<file path="config.mk">
export PLATFORM = sky130hd
export DESIGN_NAME = uart_tx_ctrl_flat
export DESIGN_NICKNAME = d
export VERILOG_FILES = /design/src/rtl/uart_tx_ctrl_if.sv /design/src/rtl/uart_tx_ctrl.sv /design/src/flat_wrapper.sv
export SDC_FILE = /design/constraint.sdc
export NUM_CORES = 1
export LEC_CHECK = 0
export ABC_AREA = 1
export CAP_MARGIN = 20
export CORE_ASPECT_RATIO = 0.5
export CORE_MARGIN = 2
export CORE_UTILIZATION = 61
export CTS_CLUSTER_SIZE = 28
export DETAILED_ROUTE_END_ITERATION = 12
export PLACE_DENSITY_LB_ADDON = 0.05
export SKIP_LAST_GASP = 1
export SYNTH_ARGS = -nofsm -noshare
export SYNTH_HDL_FRONTEND = slang
export SYNTH_SLANG_ARGS = --single-unit
</file>
<file path="constraint.sdc">
create_clock -name PCLK -period 5.55 [get_ports PCLK]
set_input_delay 0.8325 -clock PCLK [delete_from_list [all_inputs] [get_ports PCLK]]
set_output_delay 0.8325 -clock PCLK [all_outputs]
set_load 0.02 [all_outputs]
</file>
<file path="src/rtl/uart_tx_ctrl_if.sv">
// uart_tx_ctrl_if: transmit byte, line configuration and status between the register block and the UART transmitter
interface uart_tx_ctrl_if;
  logic [7:0] tx_data;
  logic write_flag;
  logic [1:0] word_length;
  logic [2:0] parity;
  logic stop_bits;
  logic set_break;
  logic [15:0] baud_rate_cnt;
  logic txd;
  logic thr_empty;
  logic tx_empty;
  logic tx_busy;
  logic frame_done;
  logic overrun;
  modport master (
    output tx_data, write_flag, word_length, parity, stop_bits, set_break, baud_rate_cnt,
    input txd, thr_empty, tx_empty, tx_busy, frame_done, overrun
  );
  modport slave (
    input tx_data, write_flag, word_length, parity, stop_bits, set_break, baud_rate_cnt,
    output txd, thr_empty, tx_empty, tx_busy, frame_done, overrun
  );
endinterface

</file>
<file path="src/rtl/uart_tx_ctrl.sv">
// uart_tx_ctrl: one-entry holding buffer feeding a frame shifter that serialises start/data/parity/stop onto txd
module uart_tx_ctrl (
  input logic PCLK,
  input logic PRESETn,
  uart_tx_ctrl_if.slave bus
);
  typedef enum logic [2:0] {IDLE, START, DATA, PARITY, STOP} state_t;
  state_t state, state_n;
  logic hold_valid, hold_valid_n;
  logic [7:0] hold_data, hold_data_n, sh, sh_n, mask;
  logic [1:0] w_q, w_n;
  logic [2:0] par_q, par_n, bit_cnt, bit_n;
  logic stop_q, stop_n, stop_cnt, stop_cnt_n;
  logic [15:0] b_q, b_n, cnt, cnt_n;
  logic pb, pb_n, txd_q, txd_n, ovr_q, ovr_n;
  logic done, last_stop, load, accept;
  always_comb begin
    done = cnt == b_q - 16'd1;
    last_stop = state == STOP && done && stop_cnt == stop_q;
    load = hold_valid && (state == IDLE || last_stop);
    accept = bus.write_flag && (!hold_valid || load);
    mask = 8'hFF >> (2'd3 - bus.word_length);
    hold_valid_n = accept || (hold_valid && !load);
    hold_data_n = accept ? bus.tx_data : hold_data;
    ovr_n = bus.write_flag && hold_valid && !load;
    state_n = state;
    sh_n = sh;
    w_n = w_q;
    par_n = par_q;
    stop_n = stop_q;
    b_n = b_q;
    pb_n = pb;
    bit_n = bit_cnt;
    stop_cnt_n = stop_cnt;
    cnt_n = (state == IDLE || done) ? 16'd0 : cnt + 16'd1;
    // Line configuration is captured here so mid-frame register writes wait for the next frame
    if (load) begin
      state_n = START;
      sh_n = hold_data;
      w_n = bus.word_length;
      par_n = bus.parity;
      stop_n = bus.stop_bits;
      b_n = bus.baud_rate_cnt == 16'd0 ? 16'd1 : bus.baud_rate_cnt;
      pb_n = bus.parity[2] ? ~bus.parity[1] : ~(^(hold_data & mask) ^ bus.parity[1]);
      cnt_n = 16'd0;
      bit_n = 3'd0;
      stop_cnt_n = 1'b0;
    end else if (done) begin
      case (state)
        START: state_n = DATA;
        DATA: begin
          if (bit_cnt == {1'b1, w_q}) state_n = par_q[0] ? PARITY : STOP;
          else begin
            bit_n = bit_cnt + 3'd1;
            sh_n = sh >> 1;
          end
        end
        PARITY: state_n = STOP;
        STOP: begin
          if (stop_cnt == stop_q) state_n = IDLE;
          else stop_cnt_n = 1'b1;
        end
        default: ;
      endcase
    end
    txd_n = (state_n == DATA ? sh_n[0] : state_n == PARITY ? pb_n : state_n != START) & ~bus.set_break;
  end
  always_ff @(posedge PCLK) begin
    if (!PRESETn) begin
      state <= IDLE;
      hold_valid <= 1'b0;
      hold_data <= '0;
      sh <= '0;
      w_q <= '0;
      par_q <= '0;
      stop_q <= 1'b0;
      b_q <= '0;
      cnt <= '0;
      bit_cnt <= '0;
      stop_cnt <= 1'b0;
      pb <= 1'b0;
      txd_q <= 1'b1;
      ovr_q <= 1'b0;
    end else begin
      state <= state_n;
      hold_valid <= hold_valid_n;
      hold_data <= hold_data_n;
      sh <= sh_n;
      w_q <= w_n;
      par_q <= par_n;
      stop_q <= stop_n;
      b_q <= b_n;
      cnt <= cnt_n;
      bit_cnt <= bit_n;
      stop_cnt <= stop_cnt_n;
      pb <= pb_n;
      txd_q <= txd_n;
      ovr_q <= ovr_n;
    end
  end
  assign bus.txd = txd_q;
  assign bus.thr_empty = ~hold_valid;
  assign bus.tx_empty = ~hold_valid && state == IDLE;
  assign bus.tx_busy = state != IDLE;
  assign bus.frame_done = last_stop;
  assign bus.overrun = ovr_q;
endmodule

</file>
<file path="src/flat_wrapper.sv">
// flat-port wrapper written by rule: the top's interface ports become plain ports
module uart_tx_ctrl_flat 
  (PCLK, PRESETn, bus_tx_data, bus_write_flag, bus_word_length, bus_parity, bus_stop_bits, bus_set_break, bus_baud_rate_cnt, bus_txd, bus_thr_empty, bus_tx_empty, bus_tx_busy, bus_frame_done, bus_overrun);
  uart_tx_ctrl_if bus_i ();
  input logic PCLK;
  input logic PRESETn;
  input wire logic [$bits(bus_i.tx_data)-1:0] bus_tx_data;
  input wire logic [$bits(bus_i.write_flag)-1:0] bus_write_flag;
  input wire logic [$bits(bus_i.word_length)-1:0] bus_word_length;
  input wire logic [$bits(bus_i.parity)-1:0] bus_parity;
  input wire logic [$bits(bus_i.stop_bits)-1:0] bus_stop_bits;
  input wire logic [$bits(bus_i.set_break)-1:0] bus_set_break;
  input wire logic [$bits(bus_i.baud_rate_cnt)-1:0] bus_baud_rate_cnt;
  output wire logic [$bits(bus_i.txd)-1:0] bus_txd;
  output wire logic [$bits(bus_i.thr_empty)-1:0] bus_thr_empty;
  output wire logic [$bits(bus_i.tx_empty)-1:0] bus_tx_empty;
  output wire logic [$bits(bus_i.tx_busy)-1:0] bus_tx_busy;
  output wire logic [$bits(bus_i.frame_done)-1:0] bus_frame_done;
  output wire logic [$bits(bus_i.overrun)-1:0] bus_overrun;
  assign bus_i.tx_data = bus_tx_data;
  assign bus_i.write_flag = bus_write_flag;
  assign bus_i.word_length = bus_word_length;
  assign bus_i.parity = bus_parity;
  assign bus_i.stop_bits = bus_stop_bits;
  assign bus_i.set_break = bus_set_break;
  assign bus_i.baud_rate_cnt = bus_baud_rate_cnt;
  assign bus_txd = bus_i.txd;
  assign bus_thr_empty = bus_i.thr_empty;
  assign bus_tx_empty = bus_i.tx_empty;
  assign bus_tx_busy = bus_i.tx_busy;
  assign bus_frame_done = bus_i.frame_done;
  assign bus_overrun = bus_i.overrun;
  uart_tx_ctrl u_core (.PCLK(PCLK), .PRESETn(PRESETn), .bus(bus_i));
endmodule
</file>
==> results.json <==
{
  "status": "completed",
  "io_pins": 40,
  "tns_ns": 0,
  "clockBufferDepth": 2,
  "dp_cells": 645,
  "clkSinkCount": 63,
  "io_buffers": 39,
  "synth.distinct_cells": 41,
  "grt_pass1_wl_mm": 13.8,
  "layout_worst_path_cycle_share_pct": 63.1,
  "start_util_pct": 63.9,
  "grt_max_degree": 30,
  "nets": 620,
  "routed-wl-met3_um": 454,
  "synth.ff_latch_count": 63,
  "syn_nets": 582,
  "final.setup_skew_ns": 0.00604,
  "max_slew.worst_pin.slew_ns": 0.737,
  "start_kind": "flop",
  "fin_area_sq_mm": 0.00424,
  "yosys_warnings": 0,
  "r2r_end": "u_core.b_q[5]",
  "async_reset_ff_share_pct": 0,
  "reg2reg_slack_ns": 2.56,
  "highest_layer": "met4",
  "slew_viol_final": 0,
  "startpoint": "u_core.b_q[0]",
  "hp-class": "flop to flop",
  "rsz0062_at_grt": "no",
  "slowest_delay_ns": 0.60,
  "num_vias": 3415,
  "drt-met1-wl_mm": 3.97,
  "maxCapViolCount": 0,
  "dieArea_sq_mm": 0.00649,
  "track_usage_pct": 26.9,
  "dp_hpwl_mm": 5.97,
  "p_leak_nw": 1.88,
  "synth_flop_cell": "dfxtp_1",
  "worstPathArrival_ns": 2.67,
  "slew_headroom_pct": 50.7,
  "synth-seq-area-share_pct": 35.5,
  "routed_wirelength_mm": 8.03,
  "total_power_w": 0.00121,
  "reg2reg_depth": 16,
  "dieWidth_um": 112,
  "crit_path_cell_trace": "inv_1, ha_1, nand2_2, nor2_4, nand2_1, nand2_1, nand2_1, nor2_1, nand2_1, nor2_2, nand3_2, inv_1, clkdlybuf4s50_1",
  "fin_crit_ns": 3.50,
  "critPathSlowestCell": "clkdlybuf4s50_1",
  "drive_gt1_share_pct": 6.64,
  "core_area_sq_mm": 0.00556,
  "cts_setup_buffers": 0,
  "wl_met2_mm": 3.49,
  "post_dp_cell_area_sq_mm": 0.00397,
  "worstPathMaxFanout": 6,
  "syn_inst": 545,
  "max_freq_mhz": 285,
  "cts_buffers": 9,
  "cts_tree": "yes",
  "holdWs_ns": 0.467,
  "gp_congestion": 0.896,
  "wl_per_cell_um": 12.2,
  "crit_required_ns": 4.72,
  "cts_root_buffer": "clkbuf_16",
  "n_antenna_cell": 0,
  "antenna_found_initial": 0,
  "htree_num_levels": 3,
  "drc": 0,
  "grt_pass1_vias": 3187,
  "hold_depth": 2,
  "hold_buffers": 0,
  "rr_startpoint": "u_core.b_q[0]",
  "syn_area_sq_mm": 0.00356,
  "viasPerCell": 5.17,
  "clk_pin_slew_worst_paths_ns": 0.05,
  "die_h_um": 58.0,
  "drt_first_pass_iters": 4,
  "power_density_mw_per_mm2": 287,
  "drt_iter0_drc": 228,
  "rows": 19,
  "final-setup-viol-count": 0,
  "grt_overflow": 0,
  "cp-end-kind": "primary output",
  "ant_nets": 0,
  "critPathKind": "flop to primary output",
  "cpMostUsedCell": "nand2_1",
  "final_cells": 660,
  "synth_edf_count": 0,
  "area.growth.synth_to_final_pct": 19.2,
  "nFillCells": 443,
  "endpoint": "bus_frame_done",
  "post_cts_resized": 0,
  "clk_latency_ns": 0.33,
  "peakVddDrop_uv": 290,
  "synth_area_per_cell_sq_um": 6.52,
  "final-hold-violation-count": 0
}
area by class of cell:
cell class	instances	area (sq um)	area share [%]
clock buffer	11	243	5.73
sequential	63	1260	29.8
timing repair buffer	40	398	9.39
multi-input combinational	403	1970	46.6
inverter	66	249	5.88
clock inverter	4	22.5	0.531
tap	73	91.3	2.16
logic make-up (layout without fill, tap and decap cells):
logic type | after synthesis | in the layout | share of synthesized area [%]
simple gates | 313 | 313 | 38.6
buf+inv | 79 | 121 | 9.04
flops | 63 | 63 | 35.5
compound gates | 59 | 59 | 8.94
xor+xnor | 28 | 28 | 6.90
fa+ha+maj | 3 | 3 | 1.06
cell usage after synthesis, types with 2 or more instances:
cell type    n  area [sq um]
nand2_1    155           582
nor2_1      74           278
dfxtp_1     63          1260
inv_1       63           236
nand3_1     42           210
o21ai_0     26           130
xor2_1      18           158
a21oi_1     17          85.1
xnor2_1     10          87.6
a31oi_1      7          43.8
nand2_2      6          37.5
nor2_2       6          37.5
nor3_1       6          30.0
clkbuf_1     5          18.8
buf_2        4          20.0
nand4_1      4          25.0
nor4_1       4          25.0
o21ai_1      4          20.0
ha_1         3          37.5
nor3b_1      3          22.5
a21boi_0     2          15.0
buf_6        2          22.5
nor2_4       2          22.5
or2_2        2          12.5
layer usage:
metal  global-route usage [%]  up-vias
met1                     34.1     1523
met4                     9.41        0
met3                     7.74       12
met5                        0        -
li1                         -     1799
met2                     45.1       81
flip-flops by register name, indices dropped and copies added (netlist names):
signal	cells
u_core.b_q	16
u_core.cnt	16
u_core.hold_data	8
u_core.sh	8
u_core.bit_cnt	3
u_core.state	3
u_core.w_q	2
u_core.bus.overrun	1
u_core.bus.txd	1
u_core.hold_valid	1
u_core.par_q	1
u_core.pb	1
u_core.stop_cnt	1
u_core.stop_q	1
power by group:
group | total (W) | internal [W] | switching, W | leakage (nW)
Combinational | 0.000226 | 0.0000915 | 0.000134 | 1.23
Clock | 0.000499 | 0.000309 | 0.000190 | 0.131
Sequential | 0.000490 | 0.000473 | 0.0000177 | 0.514
per-stage QoR:
| step | setup slack [ns] | utilization, % |
|---|---|---|
| 2_1_floorplan | 3.07 | - |
| 3_3_place_gp | 2.44 | 71.4 |
| 3_5_place_dp | 2.41 | 71.4 |
| 4_1_cts | 2.05 | 76.2 |
| 5_1_grt | 1.82 | 76.2 |
| 6_report | 2.05 | 76.2 |
worst max-delay path, delay by kind of cell, from the launching register on:
kind                       cells  cell delay [ns]
adders and majority gates      1             0.25
buffers and inverters          3             0.86
DFF                            1             0.31
and+or+nand+nor                9             0.90
worst min-delay path by stage:
stage | startpoint | end
floorplan | u_core.w_q[0] | u_core.w_q[0]
global placement | u_core.sh[7] | u_core.sh[7]
detailed placement | u_core.sh[1] | u_core.sh[1]
CTS | u_core.sh[1] | u_core.sh[1]
global route | u_core.sh[6] | u_core.sh[6]
finish | u_core.sh[1] | u_core.sh[1]
layout by cell type (no fill, tap or decap), types with 2 or more instances in the layout:
cell type	n
o21ai_1	4
nand2_1	155
clkbuf_16	9
a31oi_1	7
nor2_4	2
nor2_2	6
nand4_1	4
inv_1	63
o21ai_0	26
clkinv_2	4
dfxtp_1	63
or2_2	2
xnor2_1	10
nor2_1	74
nor4_1	4
a21boi_0	2
clkdlybuf4s50_1	39
nand2_2	6
a21oi_1	17
nor3b_1	3
nor3_1	6
nand3_1	42
ha_1	3
xor2_1	18
Power figures use the tool's default switching activity.
